==> config.mk <==
export PLATFORM = sky130hd
export DESIGN_NAME = mem_stage_flat
export DESIGN_NICKNAME = d
export VERILOG_FILES = /design/src/rtl/cpu_pkg.sv /design/src/rtl/mem_stage_if.sv /design/src/rtl/mem_load_align.sv /design/src/rtl/mem_stage.sv /design/src/flat_wrapper.sv
export SDC_FILE = /design/constraint.sdc
export NUM_CORES = 1
export LEC_CHECK = 0
export BUFFER_PORTS_ARGS = -buffer_cell sky130_fd_sc_hd__buf_2
export CELL_PAD_IN_SITES_DETAIL_PLACEMENT = 1
export CELL_PAD_IN_SITES_GLOBAL_PLACEMENT = 1
export CORE_ASPECT_RATIO = 0.7
export CORE_MARGIN = 2
export CORE_UTILIZATION = 39
export CTS_CLUSTER_DIAMETER = 50
export DETAILED_ROUTE_END_ITERATION = 10
export HOLD_SLACK_MARGIN = 0.05
export PLACE_DENSITY = 0.91
export SLEW_MARGIN = 10
export SYNTH_ARGS = -nofsm -noshare
export SYNTH_HDL_FRONTEND = slang
export SYNTH_SLANG_ARGS = --single-unit
==> constraint.sdc <==
create_clock -name clk -period 2.1 [get_ports clk]
set_input_delay 0.21 -clock clk [delete_from_list [all_inputs] [get_ports clk]]
set_output_delay 0.21 -clock clk [all_outputs]
set_load 0.005 [all_outputs]
==> src/rtl/cpu_pkg.sv <==
// Shared pipeline definitions for the memory-access stage.
//   - bus widths for execute->memory, memory->write-back and the decode bypass
//   - one-hot load-op bit indices
//   - packed layouts (and field offsets) of the stage buses
package cpu_pkg;

    localparam int unsigned EX_MEM_W  = 76;
    localparam int unsigned MEM_WB_W  = 70;
    localparam int unsigned FWD_BUS_W = 38;

    // ld_op bit indices, bits 4..0 = {hu, bu, w, h, b}
    localparam int unsigned LD_B  = 0;
    localparam int unsigned LD_H  = 1;
    localparam int unsigned LD_W  = 2;
    localparam int unsigned LD_BU = 3;
    localparam int unsigned LD_HU = 4;

    // execute->memory bus field offsets (LSB positions)
    localparam int unsigned EX_PC_LSB   = 0;
    localparam int unsigned EX_ALU_LSB  = 32;
    localparam int unsigned EX_DEST_LSB = 64;
    localparam int unsigned EX_WE_BIT   = 69;
    localparam int unsigned EX_RFM_BIT  = 70;
    localparam int unsigned EX_LDOP_LSB = 71;

    // memory->write-back bus field offsets (LSB positions)
    localparam int unsigned WB_PC_LSB   = 0;
    localparam int unsigned WB_RES_LSB  = 32;
    localparam int unsigned WB_DEST_LSB = 64;
    localparam int unsigned WB_WE_BIT   = 69;

    typedef struct packed {
        logic [4:0]  ld_op;
        logic        res_from_mem;
        logic        gr_we;
        logic [4:0]  dest;
        logic [31:0] alu_result;
        logic [31:0] pc;
    } ex_mem_bus_t;

    typedef struct packed {
        logic        gr_we;
        logic [4:0]  dest;
        logic [31:0] final_result;
        logic [31:0] pc;
    } mem_wb_bus_t;

    typedef struct packed {
        logic        gr_we;
        logic [4:0]  dest;
        logic [31:0] final_result;
    } mem_fwd_t;

endpackage

==> src/rtl/mem_stage_if.sv <==
// Handshake and data buses around the memory-access stage.
//   EX_to_MEM_valid/EX_to_MEM_bus : instruction offered by execute
//   MEM_allow                     : stage can accept this cycle
//   data_sram_rdata               : synchronous data-SRAM read data
//   WB_allow                      : write-back can accept
//   MEM_to_WB_valid/MEM_to_WB_bus : instruction offered to write-back
//   MEM_to_ID_forward             : bypass bundle to decode
// slave  = the stage itself, master = its surrounding pipeline.
interface mem_stage_if
    import cpu_pkg::*;
#(
    parameter int unsigned EX_MEM_BUS_W = EX_MEM_W,
    parameter int unsigned MEM_WB_BUS_W = MEM_WB_W,
    parameter int unsigned FWD_W        = FWD_BUS_W
);
    logic                    EX_to_MEM_valid;
    logic [EX_MEM_BUS_W-1:0] EX_to_MEM_bus;
    logic                    MEM_allow;
    logic [31:0]             data_sram_rdata;
    logic                    WB_allow;
    logic                    MEM_to_WB_valid;
    logic [MEM_WB_BUS_W-1:0] MEM_to_WB_bus;
    logic [FWD_W-1:0]        MEM_to_ID_forward;

    modport slave (
        input  EX_to_MEM_valid, EX_to_MEM_bus, data_sram_rdata, WB_allow,
        output MEM_allow, MEM_to_WB_valid, MEM_to_WB_bus, MEM_to_ID_forward
    );

    modport master (
        output EX_to_MEM_valid, EX_to_MEM_bus, data_sram_rdata, WB_allow,
        input  MEM_allow, MEM_to_WB_valid, MEM_to_WB_bus, MEM_to_ID_forward
    );
endinterface

==> src/rtl/mem_load_align.sv <==
// Load-data alignment and extension (combinational).
//   ld_op   : one-hot {hu, bu, w, h, b}
//   addr    : low two address bits
//   raw     : 32-bit word read from the data SRAM
//   aligned : selected byte/halfword/word, sign- or zero-extended;
//             zero when ld_op is not one-hot
module mem_load_align
    import cpu_pkg::*;
(
    input  logic [4:0]  ld_op,
    input  logic [1:0]  addr,
    input  logic [31:0] raw,
    output logic [31:0] aligned
);
    localparam logic [4:0] OH_B  = 5'(1 << LD_B);
    localparam logic [4:0] OH_H  = 5'(1 << LD_H);
    localparam logic [4:0] OH_W  = 5'(1 << LD_W);
    localparam logic [4:0] OH_BU = 5'(1 << LD_BU);
    localparam logic [4:0] OH_HU = 5'(1 << LD_HU);

    logic [7:0]  byte_sel;
    logic [15:0] half_sel;

    always_comb begin
        byte_sel = raw[{addr, 3'b000} +: 8];
        // halfword select ignores addr[0]; misalignment is not trapped here
        half_sel = addr[1] ? raw[31:16] : raw[15:0];
        aligned  = '0;
        case (ld_op)
            OH_B:    aligned = {{24{byte_sel[7]}}, byte_sel};
            OH_BU:   aligned = {24'd0, byte_sel};
            OH_H:    aligned = {{16{half_sel[15]}}, half_sel};
            OH_HU:   aligned = {16'd0, half_sel};
            OH_W:    aligned = raw;
            default: aligned = '0;
        endcase
    end
endmodule

==> src/rtl/mem_stage.sv <==
// Memory-access stage of the five-stage in-order pipeline.
//   clk    : pipeline clock
//   resetn : asynchronous active-low reset
//   bus_if : execute/SRAM/write-back/bypass signals (slave view)
// Registers the execute bus, aligns the SRAM read data returned in the
// first occupancy cycle, and keeps that data in rdata_buf while write-back
// stalls so a returned read is never lost.
module mem_stage
    import cpu_pkg::*;
#(
    parameter int unsigned EX_MEM_BUS_W = EX_MEM_W,
    parameter int unsigned MEM_WB_BUS_W = MEM_WB_W,
    parameter int unsigned FWD_W        = FWD_BUS_W
)(
    input  logic        clk,
    input  logic        resetn,
    mem_stage_if.slave  bus_if
);
    logic                    mem_valid;
    logic                    held;
    logic [EX_MEM_BUS_W-1:0] bus_reg_raw;
    ex_mem_bus_t             bus_reg;
    logic [31:0]             rdata_buf;
    logic                    mem_allow;
    logic [31:0]             raw;
    logic [31:0]             aligned;
    logic [31:0]             final_result;
    mem_wb_bus_t             wb_out;
    mem_fwd_t                fwd_out;

    assign bus_reg   = ex_mem_bus_t'(bus_reg_raw);
    assign mem_allow = !mem_valid || bus_if.WB_allow;

    // SRAM data is only valid in the first occupancy cycle; afterwards the
    // buffered copy is authoritative.
    assign raw = held ? rdata_buf : bus_if.data_sram_rdata;

    mem_load_align u_align (
        .ld_op   (bus_reg.ld_op),
        .addr    (bus_reg.alu_result[1:0]),
        .raw     (raw),
        .aligned (aligned)
    );

    assign final_result = bus_reg.res_from_mem ? aligned : bus_reg.alu_result;

    always_ff @(posedge clk or negedge resetn) begin
        if (!resetn) begin
            mem_valid   <= 1'b0;
            held        <= 1'b0;
            bus_reg_raw <= '0;
            rdata_buf   <= '0;
        end else begin
            if (mem_allow) begin
                mem_valid <= bus_if.EX_to_MEM_valid;
            end
            if (bus_if.EX_to_MEM_valid && mem_allow) begin
                bus_reg_raw <= bus_if.EX_to_MEM_bus;
            end
            if (mem_allow) begin
                held <= 1'b0;
            end else if (mem_valid && !bus_if.WB_allow && !held) begin
                rdata_buf <= bus_if.data_sram_rdata;
                held      <= 1'b1;
            end
        end
    end

    always_comb begin
        wb_out.gr_we        = bus_reg.gr_we;
        wb_out.dest         = bus_reg.dest;
        wb_out.final_result = final_result;
        wb_out.pc           = bus_reg.pc;

        fwd_out.gr_we        = bus_reg.gr_we & mem_valid;
        fwd_out.dest         = bus_reg.dest & {5{mem_valid}};
        fwd_out.final_result = final_result;
    end

    assign bus_if.MEM_allow         = mem_allow;
    assign bus_if.MEM_to_WB_valid   = mem_valid;
    assign bus_if.MEM_to_WB_bus     = MEM_WB_BUS_W'(wb_out);
    assign bus_if.MEM_to_ID_forward = FWD_W'(fwd_out);
endmodule

==> src/flat_wrapper.sv <==
// flat-port wrapper written by rule: the top's interface ports become plain ports
module mem_stage_flat import cpu_pkg::*;
#(
    parameter int unsigned EX_MEM_BUS_W = EX_MEM_W,
    parameter int unsigned MEM_WB_BUS_W = MEM_WB_W,
    parameter int unsigned FWD_W        = FWD_BUS_W
)
  (clk, resetn, bus_if_EX_to_MEM_valid, bus_if_EX_to_MEM_bus, bus_if_data_sram_rdata, bus_if_WB_allow, bus_if_MEM_allow, bus_if_MEM_to_WB_valid, bus_if_MEM_to_WB_bus, bus_if_MEM_to_ID_forward);
  mem_stage_if #(.EX_MEM_BUS_W(EX_MEM_BUS_W), .MEM_WB_BUS_W(MEM_WB_BUS_W), .FWD_W(FWD_W)) bus_if_i ();
  input  logic clk;
  input  logic resetn;
  input wire logic [$bits(bus_if_i.EX_to_MEM_valid)-1:0] bus_if_EX_to_MEM_valid;
  input wire logic [$bits(bus_if_i.EX_to_MEM_bus)-1:0] bus_if_EX_to_MEM_bus;
  input wire logic [$bits(bus_if_i.data_sram_rdata)-1:0] bus_if_data_sram_rdata;
  input wire logic [$bits(bus_if_i.WB_allow)-1:0] bus_if_WB_allow;
  output wire logic [$bits(bus_if_i.MEM_allow)-1:0] bus_if_MEM_allow;
  output wire logic [$bits(bus_if_i.MEM_to_WB_valid)-1:0] bus_if_MEM_to_WB_valid;
  output wire logic [$bits(bus_if_i.MEM_to_WB_bus)-1:0] bus_if_MEM_to_WB_bus;
  output wire logic [$bits(bus_if_i.MEM_to_ID_forward)-1:0] bus_if_MEM_to_ID_forward;
  assign bus_if_i.EX_to_MEM_valid = bus_if_EX_to_MEM_valid;
  assign bus_if_i.EX_to_MEM_bus = bus_if_EX_to_MEM_bus;
  assign bus_if_i.data_sram_rdata = bus_if_data_sram_rdata;
  assign bus_if_i.WB_allow = bus_if_WB_allow;
  assign bus_if_MEM_allow = bus_if_i.MEM_allow;
  assign bus_if_MEM_to_WB_valid = bus_if_i.MEM_to_WB_valid;
  assign bus_if_MEM_to_WB_bus = bus_if_i.MEM_to_WB_bus;
  assign bus_if_MEM_to_ID_forward = bus_if_i.MEM_to_ID_forward;
  mem_stage #(.EX_MEM_BUS_W(EX_MEM_BUS_W), .MEM_WB_BUS_W(MEM_WB_BUS_W), .FWD_W(FWD_W)) u_core (.clk(clk), .resetn(resetn), .bus_if(bus_if_i));
endmodule
## Word level (Yosys, flattened, before mapping)

Index checks and enable logic that the tools add are counted.
Widths: inputs -> output; s select.

- Flip-flop bits (word level): 110
- Input port bits: 112
- Output and inout port bits: 110

- Equal/unequal tests: 5
- Shift operators: 1
- Multiplexer cells: 6
- Bitwise logic cells: 3
- Reduce and logical (&&, ||, !) cells: 9

Operator list:

| cell | number |
|---|---|
| $pmux 32 s5 | 1 |
| $mux 32 | 2 |
| $shiftx 32x6->8 | 1 |
| $mux 16 | 1 |
| $and 5x5->5 | 1 |
| $eq 5x1->1 const B | 1 |
| $eq 5x2->1 const B | 1 |
| $eq 5x3->1 const B | 1 |
| $eq 5x4->1 const B | 1 |
| $eq 5x5->1 const B | 1 |
| $logic_and 1x1->1 | 3 |
| $logic_not 1->1 | 3 |
| $mux 1 | 2 |
| $reduce_and 2->1 | 1 |
| $reduce_bool 2->1 | 1 |
| $and 1x1->1 | 1 |
| $logic_or 1x1->1 | 1 |
| $not 1->1 | 1 |

## Longest topological paths before layout

- Depth after elaboration: 5
- Mapped depth: 9
- Depth with buffers taken out: 5

## Hierarchy

A second synthesis with hierarchy kept.

- Cells, all modules: 477
- Area total of the unflattened synthesis: 6,368.6 um^2

Modules (own cells, without submodules):

| module | instances | cells each | area an instance (um^2) | seq. area each (um^2) |
|---|---|---|---|---|
| mem_stage | 1 | 382 | 5,644.2 | 2,752.6 |
| mem_load_align | 1 | 95 | 724.4 | 0.0 |

## Worst setup path before layout

No wires, ideal clock.

- Path kind: register to output
- Start point: register u_core.bus_reg_raw[71], in the netlist u_core.bus_reg[71]
- End point: output bus_if_MEM_to_WB_bus[40]
- Arrival: 1.699 ns
- Data required time: 1.890 ns
- Setup slack: 0.191 ns
- Stages on the path, launching flop included: 8
- Buffers on the path: 3
- Path through: dfrtp_1 -> buf_2 -> nor3_1 -> and3_1 -> buf_4 -> a21oi_1 -> o221ai_1 -> buf_4

- Longest elaborated chain between the ends: 3

RTL lines:

| item | RTL line | text |
|---|---|---|
| from (decl) | mem_stage.sv:21 | `logic [EX_MEM_BUS_W-1:0] bus_reg_raw;` |
| from (signal assigned) | mem_stage.sv:58 | `bus_reg_raw <= bus_if.EX_to_MEM_bus;` |
| $eq 5x3->1, or another cell as far along | mem_load_align.sv:29 | `case (ld_op)` |
| $pmux 32 s5 (*) | mem_load_align.sv:29 |  |
| $mux 32 (*) | mem_stage.sv:45 | `assign final_result = bus_reg.res_from_mem ? aligned : bus_reg.alu_result;` |
| to (decl) | flat_wrapper.sv:18 | `output wire logic [$bits(bus_if_i.MEM_to_WB_bus)-1:0] bus_if_MEM_to_WB_bus;` |

Every way passes the cells marked *; elsewhere a longest branch is shown, timed or not.

## Worst setup path after layout

- Start point: register u_core.bus_reg_raw[32], in the netlist u_core.bus_reg[32]
- End point: output bus_if_MEM_to_ID_forward[14]

- Longest elaborated chain between the ends: 3

RTL lines:

| item | RTL line | text |
|---|---|---|
| $shiftx 32x6->8 | mem_load_align.sv:25 | `byte_sel = raw[{addr, 3'b000} +: 8];` |
| $pmux 32 s5 | mem_load_align.sv:29 |  |
| $mux 32 | mem_stage.sv:45 |  |
| to (decl) | flat_wrapper.sv:19 | `output wire logic [$bits(bus_if_i.MEM_to_ID_forward)-1:0] bus_if_MEM_to_ID_forward;` |

Every way passes these cells.

==> results_dict.tcl <==
set metrics [dict create \
    layout-drive-gt1-share_pct 71.67 \
    cts_tree "built" \
    crit_top_cell "buf_6" \
    min_to "u_core.bus_reg[13]" \
    rrSetupSlack_ps 460 \
    grt_pass1_wl_um 31040 \
    endpoint_kind "output port" \
    power_density_nw_per_um2 775.3 \
    h-tree-depth 3 \
    violations "setup timing" \
    antenna_found_initial 2 \
    period_minus_slack_ps 2484 \
    r2r_end "u_core.rdata_buf[24]" \
    tightest_slew_ps 525.6 \
    min_period_over_period_pct 118.3 \
    route.met3.wl_um 1711 \
    die_w_um 156.9 \
    crit_required_ps 1890 \
    place_congestion 0.8568 \
    arrival_ps 2270 \
    core_um2 16150 \
    r2r-start "u_core.bus_if.MEM_to_WB_valid" \
    hold_viol_final 0 \
    drt-met1-wl_um 9223 \
    ys_warn_count 0 \
    dp.cells 935 \
    clockRootBuffer "clkbuf_16" \
    synth_nets 667 \
    post_drt_wl_per_cell_um 23.13 \
    die-height_um 111.0 \
    syn_area_um2 6384 \
    fin_setup_tns_ps -21100 \
    critPathSlowestCell "dfrtp_2" \
    grt.total_usage_pct 23.61 \
    min_from "bus_if_EX_to_MEM_bus[13]" \
    leakage_nw 3.950 \
    final_cell_mix "buf_2, mux2_2, dfrtp_1, buf_4, mux2i_1" \
    dr.max_layer_used "met5" \
    crit_type "reg2out" \
    finalSetupViolCount 64 \
    finalNonFillerCells 991 \
    synthArstFlopShare_pct 100.0 \
    nets 873 \
    drc 0 \
    area_growth_syn_to_layout_pct 38.79 \
    slowest_delay_ps 460 \
    grt_max_degree 54 \
    detail-route-antenna-nets 0 \
    fin_ws_ps -383.6 \
    rsz0062_at_grt "true" \
    finalMaxSlewViolations 0 \
    crit_path_start_kind "flip-flop" \
    crit_chain "buf_6 > mux2i_1 > a22o_1 > nor3_4 > buf_6 > clkbuf_16 > a311oi_4 > o2bb2ai_2 > buf_2" \
    skew_ps 8.165 \
    cts.clk_slew.worst_paths_ps 80 \
    ys_types 48 \
    drt_wl_total_um 22920 \
    ir_drop_mv 0.4790 \
    clockBufferDepth 2 \
    final_util_pct 54.85 \
    port_buffers 221 \
    ys_ff_latch 110 \
    io_pins 222 \
    cts_sinks 110 \
    cts_buffers 9 \
    relSlewSlack_pct 64.96 \
    yosys-top-cells-area "dfrtp_1, mux2_2, buf_4" \
    antenna_cells 0 \
    wl_met2_um 11380 \
    synth_cells 555 \
    pre_cts_ws_ps -265.2 \
    r2r_cells 4 \
    critPathBufInv 4 \
    vias_per_cell 5.406 \
    ys_seq_area_share_pct 43.12 \
    synth_edf_count 0 \
    initial_utilization_pct 39.52 \
    hp-class "in2reg" \
    grt_overflow 0 \
    status "finished, violations left" \
    rows 39 \
    fmax_mhz 402.6 \
    fin_total_pwr_mw 6.869 \
    num_vias 5357 \
    drv_cap 0 \
    drtIter0Drc 321 \
    grt_pass1_vias 5483 \
    final_common_cell "buf_2" \
    firstDrtPassIters 4 \
    ys.flop_type "dfrtp_1" \
    dieArea_um2 17420 \
    worstSkewPairLatency_ps 360 \
    yosysTopAreaCellShare_pct 43.12 \
    largest_register_ffs 76 \
    avgSynthCellArea_um2 11.50 \
    hpwl_um 15270 \
    critPathTopFamily "buffers and inverters" \
    whs_path_depth 2 \
    synth_top_cell_by_area "dfrtp_1" \
    crit_fanout 6 \
]
## metal layers
layer | GRT usage (%) | vias to the layer above
li1 | - | 2338
met1 | 29.61 | 2705
met2 | 40.06 | 262
met3 | 6.489 | 48
met4 | 6.239 | 4
met5 | 0 | -
## worst max path at each step
| stage | from | end | slack (ps) | depth (start not counted) |
|---|---|---|---|---|
| after global routing | u_core.bus_reg[32] | bus_if_MEM_to_ID_forward[6] | -470 | 8 |
| after CTS | u_core.bus_reg[72] | bus_if_MEM_to_ID_forward[7] | -330 | 8 |
| after floorplan | u_core.bus_reg[71] | bus_if_MEM_to_WB_bus[40] | 190 | 7 |
| final | u_core.bus_reg[32] | bus_if_MEM_to_ID_forward[14] | -380 | 9 |
| after detailed placement | u_core.bus_reg[72] | bus_if_MEM_to_ID_forward[11] | -270 | 7 |
| after global placement | u_core.bus_reg[32] | bus_if_MEM_to_ID_forward[14] | -110 | 7 |
## what timing repair did
item / 4_1_cts / 5_1_grt
endpoints found under the hold margin: 15 / 0
buffers inserted: 9 / 27
gates cloned: 0 / 3
pin swaps: 8 / 30
hold buffers: 1 / 0
resized for setup: 47 / 110
endpoints found under the setup margin: 64 / 64
## area by class of cell
class / instances / area (um^2)
well taps: 225 / 281.5
clock buffers: 11 / 242.7
repair buffers: 303 / 1944
flip-flops and latches: 110 / 2763
clock inverters: 5 / 43.79
inverters: 6 / 22.52
multi-input cells: 331 / 3562
fillers: 1708 / 7292
## cell usage after synthesis (2+ instances only)
library cell  count
o221ai_1          2
a21oi_1          20
nor4b_1           5
and2_1            6
buf_4            77
a2bb2oi_1         3
nand2b_1          3
buf_6             6
inv_1             5
xor2_1            3
o21ai_0          14
nor2b_1           8
and3_1            3
nor2_1           30
dfrtp_1         110
clkbuf_1          7
o21ai_1          10
o21bai_1          6
mux2i_1          33
buf_2            18
mux4_2            2
nand3_1           4
nand2_1           9
mux2_4            2
nor3_1           11
mux2_2          113
nor3b_1           2
o221ai_2          6
o2bb2ai_1        18
## where the power goes
group	internal, mW	switching [mW]
combinational	1.26	1.21
clock	0.852	0.824
sequential	2.46	0.266
## logic make-up after synthesis
kind of cell              after synthesis  share of synthesized area (%)
muxes                                 150                          26.28
buffers and inverters                 114                          12.29
DFF                                   110                          43.12
AOI/OAI and AO/OA                      90                          10.43
and+or+nand+nor                        88                          7.468
xor gates and xnor gates                3                         0.4117
## metrics by stage
stage / instance area (um^2) / hold slack (ps)
after detailed placement: 7463 / 104.6
after CTS: 8055 / 70.06
after global placement: 7463 / 96.18
after floorplan: 6384 / -85.59
after global routing: 8860 / 72.43
final: 8860 / 79.90
Note: power is estimated with default switching activity, not from simulation.
